==> src/rtl/hazard_ctrl.sv <==
// hazard_ctrl: stall/bubble/flush sequencing for load-use, multi-cycle multiply and EX-resolved redirects
// Ports: clk, rst (async, active-high); ID_vld, ID_mux_sel (decode view); ID_EX_vld, ID_EX_is_load,
// ID_EX_is_mul, EX_br_taken (EX view); PC/IF_ID/ID_EX/EX_MEM stall-bubble-flush controls and
// EX_mul_last (combinational); stall_cycles, flush_events (registered perf counters).
module hazard_ctrl #(
    parameter int         MUL_LAT   = 4,
    parameter int         FETCH_LAT = 1,
    parameter logic [2:0] SEL_F1    = 3'd3
) (
    input  logic        clk,
    input  logic        rst,
    input  logic        ID_vld,
    input  logic [8:0]  ID_mux_sel,
    input  logic        ID_EX_vld,
    input  logic        ID_EX_is_load,
    input  logic        ID_EX_is_mul,
    input  logic        EX_br_taken,
    output logic        PC_stall,
    output logic        IF_ID_stall,
    output logic        IF_ID_flush,
    output logic        ID_EX_stall,
    output logic        ID_EX_bubble,
    output logic        EX_MEM_bubble,
    output logic        EX_mul_last,
    output logic [31:0] stall_cycles,
    output logic [31:0] flush_events
);
    typedef enum logic [1:0] {RUN, MUL_BUSY, FLUSH} state_t;
    state_t      state_q, state_d;
    logic [3:0]  cnt_q, cnt_d;
    logic [31:0] stall_cycles_q, stall_cycles_d, flush_events_q, flush_events_d;
    logic        run, mul_busy, lu, br, mul_go, lu_stall, mul_stall;
    always_comb begin
        run       = state_q == RUN;
        mul_busy  = state_q == MUL_BUSY;
        lu        = ID_vld & ID_EX_vld & ID_EX_is_load &
                    (ID_mux_sel[8:6] == SEL_F1 | ID_mux_sel[5:3] == SEL_F1 | ID_mux_sel[2:0] == SEL_F1);
        // Priority in RUN: a redirect kills ID, so it masks both multiply and load-use.
        br        = run & EX_br_taken & ID_EX_vld;
        mul_go    = run & ~br & ID_EX_vld & ID_EX_is_mul;
        lu_stall  = run & ~br & ~mul_go & lu;
        mul_stall = (mul_go & (MUL_LAT > 1)) | (mul_busy & (cnt_q != 4'd0));
        PC_stall      = mul_stall | lu_stall;
        IF_ID_stall   = mul_stall | lu_stall;
        ID_EX_stall   = mul_stall;
        EX_MEM_bubble = mul_stall;
        ID_EX_bubble  = br | lu_stall;
        IF_ID_flush   = br | (state_q == FLUSH);
        EX_mul_last   = (mul_go & (MUL_LAT == 1)) | (mul_busy & (cnt_q == 4'd0));
        state_d = state_q;
        cnt_d   = cnt_q;
        if (br && FETCH_LAT > 1) begin
            state_d = FLUSH;
            cnt_d   = 4'(FETCH_LAT - 2);
        end else if (mul_go && MUL_LAT > 1) begin
            state_d = MUL_BUSY;
            cnt_d   = 4'(MUL_LAT - 2);
        end else if (!run) begin
            // Both busy states count down to zero and leave after the cnt==0 cycle.
            state_d = (cnt_q == 4'd0) ? RUN : state_q;
            cnt_d   = (cnt_q == 4'd0) ? cnt_q : cnt_q - 4'd1;
        end
        stall_cycles_d = stall_cycles_q + {31'd0, PC_stall};
        flush_events_d = flush_events_q + {31'd0, br};
    end
    always_ff @(posedge clk or posedge rst) begin
        if (rst) begin
            state_q        <= RUN;
            cnt_q          <= 4'd0;
            stall_cycles_q <= 32'd0;
            flush_events_q <= 32'd0;
        end else begin
            state_q        <= state_d;
            cnt_q          <= cnt_d;
            stall_cycles_q <= stall_cycles_d;
            flush_events_q <= flush_events_d;
        end
    end
    assign stall_cycles = stall_cycles_q;
    assign flush_events = flush_events_q;
endmodule

==> config.mk <==
export PLATFORM = sky130hd
export DESIGN_NAME = hazard_ctrl
export DESIGN_NICKNAME = d
export VERILOG_FILES = /design/src/rtl/hazard_ctrl.sv
export SDC_FILE = /design/constraint.sdc
export NUM_CORES = 1
export LEC_CHECK = 0
export ABC_AREA = 1
export BUFFER_PORTS_ARGS = -buffer_cell sky130_fd_sc_hd__buf_2
export CORE_ASPECT_RATIO = 1.5
export CORE_MARGIN = 1
export CORE_UTILIZATION = 40
export CTS_CLUSTER_DIAMETER = 120
export CTS_CLUSTER_SIZE = 40
export DETAILED_ROUTE_END_ITERATION = 16
export HOLD_SLACK_MARGIN = 0.1
export PLACE_DENSITY = 0.6
export SLEW_MARGIN = 20
export SYNTH_ARGS = -nofsm -noshare
export SYNTH_HDL_FRONTEND = slang
export SYNTH_SLANG_ARGS = --single-unit
==> constraint.sdc <==
create_clock -name clk -period 3.4 [get_ports clk]
set_input_delay 0.17 -clock clk [delete_from_list [all_inputs] [get_ports clk]]
set_output_delay 0.17 -clock clk [all_outputs]
set_load 0.02 [all_outputs]
# Yosys cells after proc, flatten, opt, wreduce, memory -nomap -nowiden
# Cells that the tools add are included.
[classes] bitwise=20 mul=0 n_eq_ne=7 n_reduce_logical=6 n_shift=0 div_mod_pow=0 mux=6 order_cmp=0 add_sub_neg=3
[ops] operator="adder 32 x 1 -> 32 bit" count=2
[ops] operator="bitwise AND 1 bit" count=12
[ops] operator="2-to-1 mux 4 bit" count=3
[ops] operator="equality test 3 x 2 -> 1 bit (second input constant)" count=3
[ops] operator="2-to-1 mux 2 bit" count=3
[ops] operator="OR 1 bit" count=6
[ops] operator="zero test 4 bit" count=1
[ops] operator="AND reduction 2 bit" count=2
[ops] operator="nonzero test 4 bit" count=1
[ops] operator="subtractor 4 x 1 -> 4 bit (second input constant)" count=1
[ops] operator="equality test 2 x 1 -> 1 bit (second input constant)" count=1
[ops] operator="equality test 2 bit (second input constant)" count=1
[ops] operator="zero test 2 bit" count=1
[ops] operator="inequality test 2 x 1 -> 1 bit (second input constant)" count=1
[ops] operator="inequality test 2 bit (second input constant)" count=1
[ops] operator="inverter 1 bit" count=2
[ops] operator="nonzero test 2 bit" count=1
[word_totals] in_bits=16 elab_cells=46 rom_bits=0 latchBits=0 ff_bits=70 ram_bits=0 memories=0

# Logic depth before layout (Yosys ltp)
# Gate-level depths: netlist (run 1).
[depth] ltp_word=12 ltp_mapped=16 mapped_depth_nobuf=16

# Worst setup path before layout (run 1)
# No wires, ideal clock.
[synth_timing] kind="register to register" start="register cnt_q[0]" end="register stall_cycles_q[30], in the netlist stall_cycles[30]" path_slack_ns=0.891 period_less_slack_ns=2.509 required_time_ns=3.283 stages_incl_launch_ff=17 arrival_ns=2.392 cell_sequence="dfrtp_1 -> inv_1 -> ha_1 -> nand2_1 -> nand2_1 -> nand2_1 -> inv_1 -> nand2_1 -> ha_1 -> ha_1 -> nand2_2 -> nor2_4 -> nand2_2 -> nor2_4 -> nand2_1 -> nand2_1 -> nand2_1"
[synth_between] elab_chain_cells=5
[synth_rtl] item="from (decl)" line="30" source="logic [3:0] cnt_q, cnt_d;"
[synth_rtl] item="from (signal assigned)" line="74" source="cnt_q <= cnt_d;"
[synth_rtl] item="nonzero test 4 bit" line="42" source="mul_stall = (mul_go & (MUL_LAT > 1)) | (mul_busy & (cnt_q != 4'd0));"
[synth_rtl] item="bitwise AND 1 bit" line="42"
[synth_rtl] item="OR 1 bit" line="42"
[synth_rtl] item="net EX_MEM_bubble" line="23" source="output logic EX_MEM_bubble,"
[synth_rtl] item="OR 1 bit"
[synth_rtl] item="net IF_ID_stall" line="19" source="output logic IF_ID_stall,"
[synth_rtl] item="adder 32 x 1 -> 32 bit" line="63" source="stall_cycles_d = stall_cycles_q + {31'd0, PC_stall};"
[synth_rtl] item="net stall_cycles_d[30]" line="31" source="logic [31:0] stall_cycles_q, stall_cycles_d, flush_events_q, flush_events_d;"
[synth_rtl] item="to (signal assigned)" line="75" source="stall_cycles_q <= stall_cycles_d;"
[synth_rtl] item="to (decl)" line="31"
# The timed path passes the listed nets, and every way through them passes these cells.
# A chain may end at the register's enable or synchronous reset.

# Worst setup path in the final report (run 1)
[layout_timing] start="register cnt_q[1]" end="register stall_cycles_q[30], in the netlist stall_cycles[30]"
[layout_between] elab_chain_cells=5
[layout_rtl] item="nonzero test 4 bit" line="42"
[layout_rtl] item="bitwise AND 1 bit" line="42"
[layout_rtl] item="OR 1 bit" line="42"
[layout_rtl] item="OR 1 bit" line="43" source="PC_stall = mul_stall | lu_stall;"
[layout_rtl] item="adder 32 x 1 -> 32 bit" line="63"
[layout_rtl] item="net stall_cycles_d[30]" line="31"
# The timed path passes the listed nets, and every way through them passes these cells.

==> results.md, run 1 <==
* Outcome: finished, final reports clean
* Die ar. at about 10,000 um^2
* DR vias/cell at 4.85
* Final core utilization at 51.0%
* Max Slew Vio Count at 0
* Final Cycle Share at 71.5%
* Crit Path Category: reg -> reg
* Die W at 82.3 um
* Final setup violation count at 0
* Diode count at 0
* Rows at 43
* Initial DRT Pass Iterations at 5
* CP Max Fanout at 6
* Port bufs at 86
* Gpl congestion at 0.897
* Slew headroom at roughly three fifths
* Register-to-Register Path Depth at 16
* Core box area at 9310 um^2
* End of the critical path: stall_cycles[30]
* RSZ-0062 raised after global routing: false
* Peak supply drop at 0.340 mV
* Post-synth top area share at between 40 and 50%
* CTS buffer count at 9
* DRC viols at 0
* Root Driver: clkbuf_16
* CTS sink count at 69
* Logic pwr share at 22.4%
* Fmax at 411 MHz
* Post-CTS Resized at 0
* Clock latency on the worst-skew pair at approximately 0.34 ns
* HP Class: in -> reg
* Power density cells at around 540 nW/um^2
* Dpl hpwl at 7800 um
* #FFs+latches synth at 69
* Share of power burned in the clock network at approximately 37%
* Die height at ~120 um
* Critical R2R Launch: cnt_q[1]
* Total number of yosys warnings at 0
* Int Pwr at 0.00170 W
* Post-synthesis instance area at 3870 um^2
* Routed vias at between 3,000 and 4,000
* Worst Setup End Kind: flop
* First-pass GRT wire length at roughly 16,000 um
* Largest net degree at the start of global routing at 48
* H-Tree Depth at 3
* Layout cells sized above 1 at 21.4%
* Worst-margin pin slew at 0.626 ns
* Worst Setup SP: cnt_q[1]
* Initial core utilization at 41.6%
* Leading area contributor after synthesis: dfrtp_1
* Worst slack, placed at 0.977 ns
* Vias in the first global route at 3,542
* Final Power at 0.00256 W
* Reg2reg setup slack at between 0.9 and 1 ns
* Initial drt markers at 112
* # hold bufs at CTS at 1
* Post-CTS Setup Bufs at 0
* Total track usage at 21.9%
* MaxCap Viol Count at 0
* Post-Syn Area per Cell at between 7 and 8 um^2
* Tmin final at between 2 and 2.5 ns
* Grt ovf at 0
* Seq pwr share at 40.5%
* Worst EP required at 3.63 ns
* Fin Clk Skew at 0.00776 ns
* Cells after Synth at 528
* Antenna violations before repair at 0
* Post-detailed-route count of antenna-violating nets at 0
* CP Launch Type: flop
* Syn nets at 550
* Dominant cells by area after synthesis: dfrtp_1, nand2_1, nor2_1, inv_1, xor2_1
* Final hold vios at 0
* Synth unique cells at 17
* DP Area at roughly 4400 um^2
* Clk slew on worst S/H paths at 0.06 ns
* Area Growth Syn to Fin at 22.6%
* Reg2reg end: stall_cycles[30]
* Sw Share at 33.5%
* DR WL/cell at 13.4 um
* I/O pin cnt at 87
* Post-Route WL at 9930 um
* Lkg Pwr at about 2.3 nW
* Post-route cell area at 4750 um^2
* PnR worst setup slack at 0.969 ns
* Setup TNS at 0 ns
* Worst endpoint data arrival time at 2.66 ns
* Nets at 647
* Register area share after synthesis at 44.6%
* Clk buf depth at 2
* Switching power at 0.000856 W
* CTS tree: yes
-- placed cells by master (no fill, tap or decap) --
| cell type | instances |
|---|---|
| dlygate4sd3_1 | 1 |
| dfrtp_1 | 69 |
| clkbuf_8 | 1 |
| xor2_1 | 20 |
| o211ai_1 | 2 |
| nand3b_1 | 6 |
| nand2_1 | 205 |
| buf_2 | 86 |
| nor2_2 | 12 |
| xnor2_1 | 11 |
| nor3_1 | 3 |
| clkinv_2 | 2 |
| nor2_4 | 8 |
| clkinvlp_4 | 3 |
| clkbuf_16 | 9 |
| ha_1 | 6 |
| nor2_1 | 92 |
| buf_4 | 1 |
| o21ai_0 | 1 |
| nand3_1 | 32 |
| inv_1 | 47 |
| bufinv_16 | 1 |
| inv_2 | 1 |
| nand2_2 | 8 |
| nand2_4 | 3 |
-- how the worst min path moves through the flow --
stage                       to  slack [ns]         start  depth (start not counted)
3_3_place_gp   flush_events[8]        0.22           rst                          2
5_1_grt             state_q[0]        0.19  ID_EX_is_mul                          3
2_1_floorplan       state_q[0]        0.35  ID_EX_is_mul                          2
6_report            state_q[0]        0.18  ID_EX_is_mul                          3
3_5_place_dp   flush_events[8]        0.23           rst                          2
4_1_cts             state_q[0]        0.17  ID_EX_is_mul                          3
-- routing by layer --
| layer | GRT usage [%] | part of all wire, % | wire (um) |
|---|---|---|---|
| met1 | 22.3 | 39 | 3860 |
| met2 | 39.5 | 54 | 5340 |
| met3 | 5.13 | 4.0 | 402 |
| met4 | 12.3 | 3.3 | 330 |
| met5 | 0 | 0 | 0 |
-- critical path: stages, from the launching register on --
cell,delay (ns)
dfrtp_1,0.38
inv_1,0.08
ha_1,0.18
nand2_1,0.08
nand2_1,0.13
nand2_1,0.15
inv_1,0.08
nand2_1,0.10
ha_1,0.23
ha_1,0.24
nand2_2,0.08
nor2_4,0.16
nand2_2,0.11
nor2_4,0.14
nand2_1,0.07
nand2_1,0.06
nand2_1,0.05
-- power groups by stage --
stage / sequential, W / combinational [W] / clock [W]
after CTS: 0.00103 / 0.000585 / 0.000967
after global placement: 0.00104 / 0.000562 / 0
final: 0.00103 / 0.000572 / 0.000949
after detailed placement: 0.00105 / 0.000582 / 0
after global routing: 0.00105 / 0.000638 / 0.00100
after floorplan: 0.00111 / 0.000336 / 0
-- logic make-up after synthesis --
family / Yosys count / share of synthesized area, %
simple gates: 369 / 40.9
fa+ha+maj: 6 / 1.94
compound gates: 3 / 0.517
buf+inv: 50 / 5.04
flops: 69 / 44.6
xor+xnor: 31 / 7.01
-- state kept, by name (all words and copies together), names as in the netlist --
name,count
flush_events,32
stall_cycles,32
cnt_q,4
state_q,1
-- cell type report --
type / count / area [um^2]
sequential: 69 / 1730
timing repair buffer: 88 / 448
multi-input combinational: 409 / 1950
tap: 112 / 140
clock inverter: 6 / 62.6
clock buffer: 10 / 239
fill: 922 / 4560
inverter: 48 / 180
-- cell usage after synthesis --
master,instances
nor2_4,8
ha_1,6
inv_1,48
o21ai_0,1
dfrtp_1,69
nand2_2,8
o211ai_1,2
nand2_1,205
nor2_1,92
buf_4,2
nor3_1,3
xnor2_1,11
nand3_1,32
nor2_2,12
xor2_1,20
nand2_4,3
nand3b_1,6
-- metrics by stage --
step,instances,hold slack (ns)
4_1_cts,742,0.170
3_3_place_gp,725,0.222
6_report,742,0.179
3_5_place_dp,725,0.229
5_1_grt,742,0.195
2_1_floorplan,528,0.353
No activity file was read; power rests on OpenSTA's default activity.
==> run 2: changes to the inputs <==
PLACE_DENSITY = 0.62   (was 0.6)
clock period = 2 ns   (was 3.4 ns; I/O delays follow)
==> run 2 against run 1 <==
  * The run now ends with negative setup slack left
  * Register-to-register slack worse by 0.99 ns
  * Sequential power is 71% higher
  * Clock power is 82% higher
  * Via count is 2.7% higher
  * Final cell count is 2.7% higher
  * Largest cell class unchanged
==> results.md, run 2 (synthesis gave the netlist of run 1 again) <==
* Initial core utilization at 41.6% (unchanged)
* Most common cell after layout, fill and taps aside: nand2_1
* Final Cycle Share at 101% (+30 points)
* Die ar. at 10,100 um^2 (unchanged)
* Clk slew on worst S/H paths at 0.06 ns (about the same)
* Root Driver: clkbuf_16
* Most frequent cells in the layout: nand2_1, nor2_1, buf_2, dfrtp_1, inv_1
* DR vias/cell at 4.85 (about the same)
* CP Cell Sequence: inv_2 > nand2_2 > nor2_4 > nand3_1 > nand2_4 > ha_4 > ha_4 > nand2_2 > nor2_4 > buf_4 > nand2_4 > nor2_4 > nand2_1 > nand2_1 > nand2_1
* Fmax at 494 MHz (+20%)
* First-pass GRT wire length at 16,100 um (+0.34%)
* Critical-path top delay cell: dfrtp_1
* Worst hold slack at 0.161 ns (-0.0183 ns)
* Lkg Pwr at 2.48 nW (+5.7%)
* Final hold vios at 0 (unchanged)
* Post-detailed-route count of antenna-violating nets at 0 (unchanged)
* Post-route cell area at 5030 um^2 (+5.9%)
* Clk buf depth at 2 (unchanged)
* CTS sink count at 69 (unchanged)
* Worst-margin pin slew at 0.760 ns (+0.134 ns)
* Nets at 667 (+3.1%)
* Worst Setup End Kind: flop
* RSZ-0062 raised after global routing: true
* MaxCap Viol Count at 0 (unchanged)
* Final setup violation count at 1 (+1)
* PnR worst setup slack at -0.0243 ns (-0.994 ns)
* Initial DRT Pass Iterations at 4 (-1)
* Routed vias at 3,694 (+2.7%)
* Worst endpoint data arrival time at 2.25 ns (-0.41 ns)
* Slowest stage delay, CP at 0.40 ns (+0.02 ns)
* DP Area at 4530 um^2 (+2.2%)
* Die W at 82.3 um (unchanged)
* Layout cells sized above 1 at 26.2% (+4.7 points)
* HP Class: in -> reg
* Outcome: finished, violations left
* Largest net degree at the start of global routing at 35 (-27%)
* Worst EP required at 2.22 ns (-1.41 ns)
* Initial drt markers at 136 (+21%)
* DR WL/cell at 13.5 um (+0.85%)
* Peak supply drop at 0.810 mV (+140%)
* Gpl congestion at 0.969 (+8.1%)
* Final Power at 0.00481 W (+88%)
* Fin cells at 762 (+2.7%)
* H-Tree Depth at 3 (unchanged)
* Post-Route WL at 10,300 um (+3.6%)
* Family with the most delay on the worst path: simple AND/OR/NAND/NOR gates
* Post-Place Cells at 729 (+0.55%)
* Power density cells at 956 nW/um^2 (+78%)
* Tmin final at 2.02 ns (-0.406 ns)
* Vias in the first global route at 3,490 (-1.5%)
* DRC viols at 0 (unchanged)
* Buf/Inv on CP at 2 (unchanged)
* Core box area at 9310 um^2 (unchanged)
* Max Slew Vio Count at 0 (unchanged)
* Die height at 123 um (unchanged)
* I/O pin cnt at 87 (unchanged)
* Diode count at 0 (unchanged)
* CTS buffer count at 9 (unchanged)
* Area Growth Syn to Fin at 29.8%
* Crit Path Category: reg -> reg
* Setup TNS at -0.0243 ns (-0.0243 ns)
* CP Max Fanout at 3 (-3)
* Port bufs at 86 (unchanged)
* Fin Clk Skew at 0.00855 ns (+0.000789 ns)
* Total track usage at 21.6% (-0.24 points)
* Rows at 43 (unchanged)
* Dpl hpwl at 7980 um (+2.4%)
* Failing checks: negative setup slack
* Slew headroom at 49.3% (-9.0 points)
* Clock latency on the worst-skew pair at 0.33 ns (about the same)
* CP Launch Type: flop
* Grt ovf at 0 (unchanged)
* Antenna violations before repair at 0 (unchanged)
* CTS tree: yes
run 2: cell count changes in the layout (fill, tap and decap cells not counted), moves of 2 or more:
| cell | delta |
|---|---|
| inv_1 | -5 |
| nor2_2 | -2 |
| inv_6 | +2 |
| ha_1 | -3 |
| nand2_2 | +2 |
| nand2_4 | +4 |
| nor2_4 | +3 |
| inv_2 | +4 |
| buf_4 | +18 |
| ha_4 | +3 |
| nand2_1 | -6 |
run 2: metal layers:
metal  track usage (%)  share of wire, %  wire (um)
met1              22.4                39       4000
met2              39.8                53       5500
met3              4.16               4.3        446
met4              11.0               3.3        337
met5                 0                 0          0
run 2: final timing paths:
kind | start | endpoint | slack [ns] | cells past startpoint
min reg2reg | stall_cycles[31] | stall_cycles[31] | 0.49 | 2
max reg2reg | state_q[0] | stall_cycles[30] | -0.02 | 15
min | ID_EX_is_mul | cnt_q[2] | 0.16 | 5
max in group asynchronous | rst | flush_events[22] | 0.88 | 4
max | state_q[0] | stall_cycles[30] | -0.02 | 15
min in group asynchronous | rst | stall_cycles[28] | 0.45 | 3
run 2: worst min-delay path: stages:
cell     delay (ns)
buf_2          0.10
nand2_2        0.07
nand2_4        0.08
nand3_1        0.06
nand2_1        0.05
run 2: what timing repair did:
item,in CTS,in global routing
endpoints found under the setup margin,5,16
hold buffers,1,0
buffers inserted,5,11
pin swaps,3,14
gates resized for setup,1,10
endpoints found under the hold margin,32,0
run 2: cell type report:
type | count | area, um^2
clock buffers | 9 | 225
clock inverters | 7 | 97.6
multi-input cells | 409 | 2040
fillers | 873 | 4280
repair buffers | 108 | 614
inverters | 48 | 183
well taps | 112 | 140
flip-flops and latches | 69 | 1730
run 2: stage by stage:
| stage | utilization (%) | worst slack [ns] |
|---|---|---|
| after floorplan | - | -0.00474 |
| after global placement | 48.7 | 0.0431 |
| after global routing | 54.0 | -0.175 |
| final | 54.0 | -0.0243 |
| after CTS | 52.7 | 0.0144 |
| after detailed placement | 48.7 | -0.0328 |
run 2: where the power goes:
| part | switching, W | internal (W) |
|---|---|---|
| Clock | 0.000629 | 0.00110 |
| Sequential | 0.000194 | 0.00157 |
| Combinational | 0.000762 | 0.000554 |
| Total | 0.00158 | 0.00322 |
==> run 3: changes to the inputs <==
--- a/config.mk
+++ b/config.mk
@@ -16,2 +16,3 @@
 export HOLD_SLACK_MARGIN = 0.1
+export MAX_ROUTING_LAYER = met4
 export PLACE_DENSITY = 0.62
==> constraint.sdc (replaced) <==
create_clock -name clk -period 2 [get_ports clk]
set_input_delay 0.4 -clock clk [delete_from_list [all_inputs] [get_ports clk]]
set_output_delay 0.4 -clock clk [all_outputs]
set_load 0.02 [all_outputs]
==> run 3 against run 2 <==
  * Hold slack got worse by 0.061 ns
  * The flow now finishes without violations
  * Fmax rose by 3.0%
  * Register-to-register slack improved by 0.06 ns
  * Non-clock buffer count rose by 1
  * Final area rose by 1.0%
  * Critical path type unchanged
  * Via count rose by 0.79%
  * Count of clock-buffer cells in the layout rose by 1
==> results.md, run 3 (synthesis gave the netlist of run 1 again) <==
* Outcome: finished, final reports clean
* Worst endpoint data arrival time at 2.19 ns (-0.06 ns)
* DR WL/cell at 13.5 um (+0.10%)
* Nets at 668 (+0.15%)
* Reg2reg setup slack at 0.04 ns (+0.06 ns)
* Grt ovf at 0 (unchanged)
* CTS sink count at 69 (unchanged)
* FF/Latch Area at 1730 um^2 (unchanged)
* Met1 wire length at 4040 um (+0.82%)
* Root Driver: clkbuf_16
* Total track usage at 22.9% (+1.3 points)
* DR top layer: met4
* DP Area at 4600 um^2 (+1.6%)
* Fill cells at 932 (+6.8%)
* CTS buffer count at 9 (unchanged)
* First-pass GRT wire length at 16,500 um (+2.2%)
* CTS tree: yes
* Dpl hpwl at 7910 um (-0.93%)
* Final hold vios at 0 (unchanged)
* Die W at 82.3 um (unchanged)
* MaxCap Viol Count at 0 (unchanged)
* Antenna violations before repair at 0 (unchanged)
* RSZ-0062 raised after global routing: true
* Final Cycle Share at 98.2% (-3.0 points)
* Fmax at 509 MHz (+3.0%)
* Area Growth Syn to Fin at 31.1%
* Slew headroom at 64.9% (+16 points)
* CP Launch Type: flop
* Largest net degree at the start of global routing at 41 (+17%)
* Max Slew Vio Count at 0 (unchanged)
* Core box area at 9310 um^2 (unchanged)
* Worst EP required at 2.22 ns (about the same)
* DR vias/cell at 4.88 (+0.65%)
* Gpl congestion at 0.881 (-9.1%)
* Power density cells at 983 nW/um^2 (+2.8%)
* Worst-margin pin slew at 0.526 ns (-0.234 ns)
* CP Max Fanout at 5 (+2)
* Post-Route WL at 10,300 um (+0.23%)
* Crit Path Category: reg -> reg
* Initial DRT Pass Iterations at 4 (unchanged)
* Most frequent cells in the layout: nand2_1, nor2_1, buf_2, dfrtp_1, inv_1
* Worst Setup End Kind: flop
* Initial drt markers at 171 (+26%)
* Tmin final at 1.96 ns (-0.0599 ns)
* I/O pin cnt at 87 (unchanged)
* Routed vias at 3,723 (+0.79%)
* DR WL met3 at 392 um (-12%)
* DRC viols at 0 (unchanged)
* Post-detailed-route count of antenna-violating nets at 0 (unchanged)
* Vias in the first global route at 3,546 (+1.6%)
* HP Class: in -> async
* Port bufs at 86 (unchanged)
* Die height at 123 um (unchanged)
* Post-route cell area at 5080 um^2 (+1.0%)
* Final setup violation count at 0 (-1)
* Met2 WL at 5500 um (about the same)
* H-Tree Depth at 3 (unchanged)
* Area of the multi-input gates at 2060 um^2 (+0.98%)
* Initial core utilization at 41.6% (unchanged)
* Clk buf depth at 2 (unchanged)
* Peak supply drop at 0.569 mV (-30%)
* Fin cells at 763 (+0.13%)
* Diode count at 0 (unchanged)
* Layout cells sized above 1 at 26.7% (+0.57 points)
* Most common cell after layout, fill and taps aside: nand2_1
* Rows at 43 (unchanged)
* Lkg Pwr at 2.50 nW (+0.88%)
* Fin Clk Skew at 0.00538 ns (-0.00317 ns)
* Die ar. at 10,100 um^2 (unchanged)
* Clock latency on the worst-skew pair at 0.34 ns (about the same)
* Post-Place Cells at 738 (+1.2%)
* Clk slew on worst S/H paths at 0.06 ns (about the same)
-- run 3: changes by cell type in the layout (fill, tap and decap cells not counted), sizes merged --
cell / delta
dlygate4sd3: -1
clkbuf: +1
clkinvlp: +1
bufinv: +1
buf: +2
inv: -3
-- run 3: where the power goes --
group,internal [W],switching (W),leakage [nW]
Clock,0.00125,0.000626,0.165
Combinational,0.000568,0.000782,1.40
Sequential,0.00157,0.000198,0.935
-- run 3: cell type report --
class | count | area share [%]
flip-flops and latches | 69 | 34.0
repair buffers | 109 | 12.1
multi-input cells | 409 | 40.6
well taps | 112 | 2.76
inverters | 48 | 3.67
clock buffers | 10 | 4.71
clock inverters | 6 | 2.17
-- run 3: path summary, 6_finish.rpt --
kind                                  startpoint               end  cells past startpoint
worst max-delay path                  state_q[0]  stall_cycles[26]                     16
worst min-delay path                         rst  flush_events[24]                      2
worst max register to register        state_q[0]  stall_cycles[26]                     16
worst min register to register  stall_cycles[31]  stall_cycles[31]                      2
max in group asynchronous                    rst          cnt_q[1]                      3
min in group clk                    ID_EX_is_mul        state_q[0]                      4
-- run 3: what timing repair did --
| action | in CTS | in global routing |
|---|---|---|
| setup buffers | 3 | 6 |
| hold buffers | 0 | 0 |
| endpoints found under the setup margin | 3 | 22 |
| pin swaps | 2 | 9 |
| resized for setup | 0 | 14 |
-- run 3: per-layer routing --
| metal | up-vias | track usage (%) |
|---|---|---|
| met5 | - | - |
| met4 | 0 | 11.6 |
| met3 | 28 | 3.94 |
| met2 | 111 | 40.8 |
| met1 | 1734 | 23.6 |
| li1 | 1850 | - |
-- run 3: stage by stage --
stage	utilization (%)	setup TNS [ns]	hold slack, ns	setup WS (ns)	total power (W)
floorplan	-	-0.0459	0.480	-0.0260	0.00255
global placement	49.5	-0.0664	0.469	-0.0433	0.00290
detailed placement	49.5	-0.296	0.476	-0.0827	0.00294
CTS	53.5	0	0.115	0.00734	0.00488
global route	54.6	-0.648	0.146	-0.102	0.00525
finish	54.6	0	0.0995	0.0356	0.00499
-- run 3: critical path: stages (launching register included) --
cell     delay (ns)
dfrtp_1        0.38
inv_2          0.08
nand2_2        0.06
nor2_4         0.12
nand2_2        0.09
nand2_4        0.08
inv_4          0.04
nand2_4        0.06
ha_4           0.15
ha_4           0.14
nand2_4        0.05
nor2_4         0.18
nand2_4        0.11
nor2_4         0.12
nand2_1        0.06
nand2_1        0.06
nand2_1        0.06
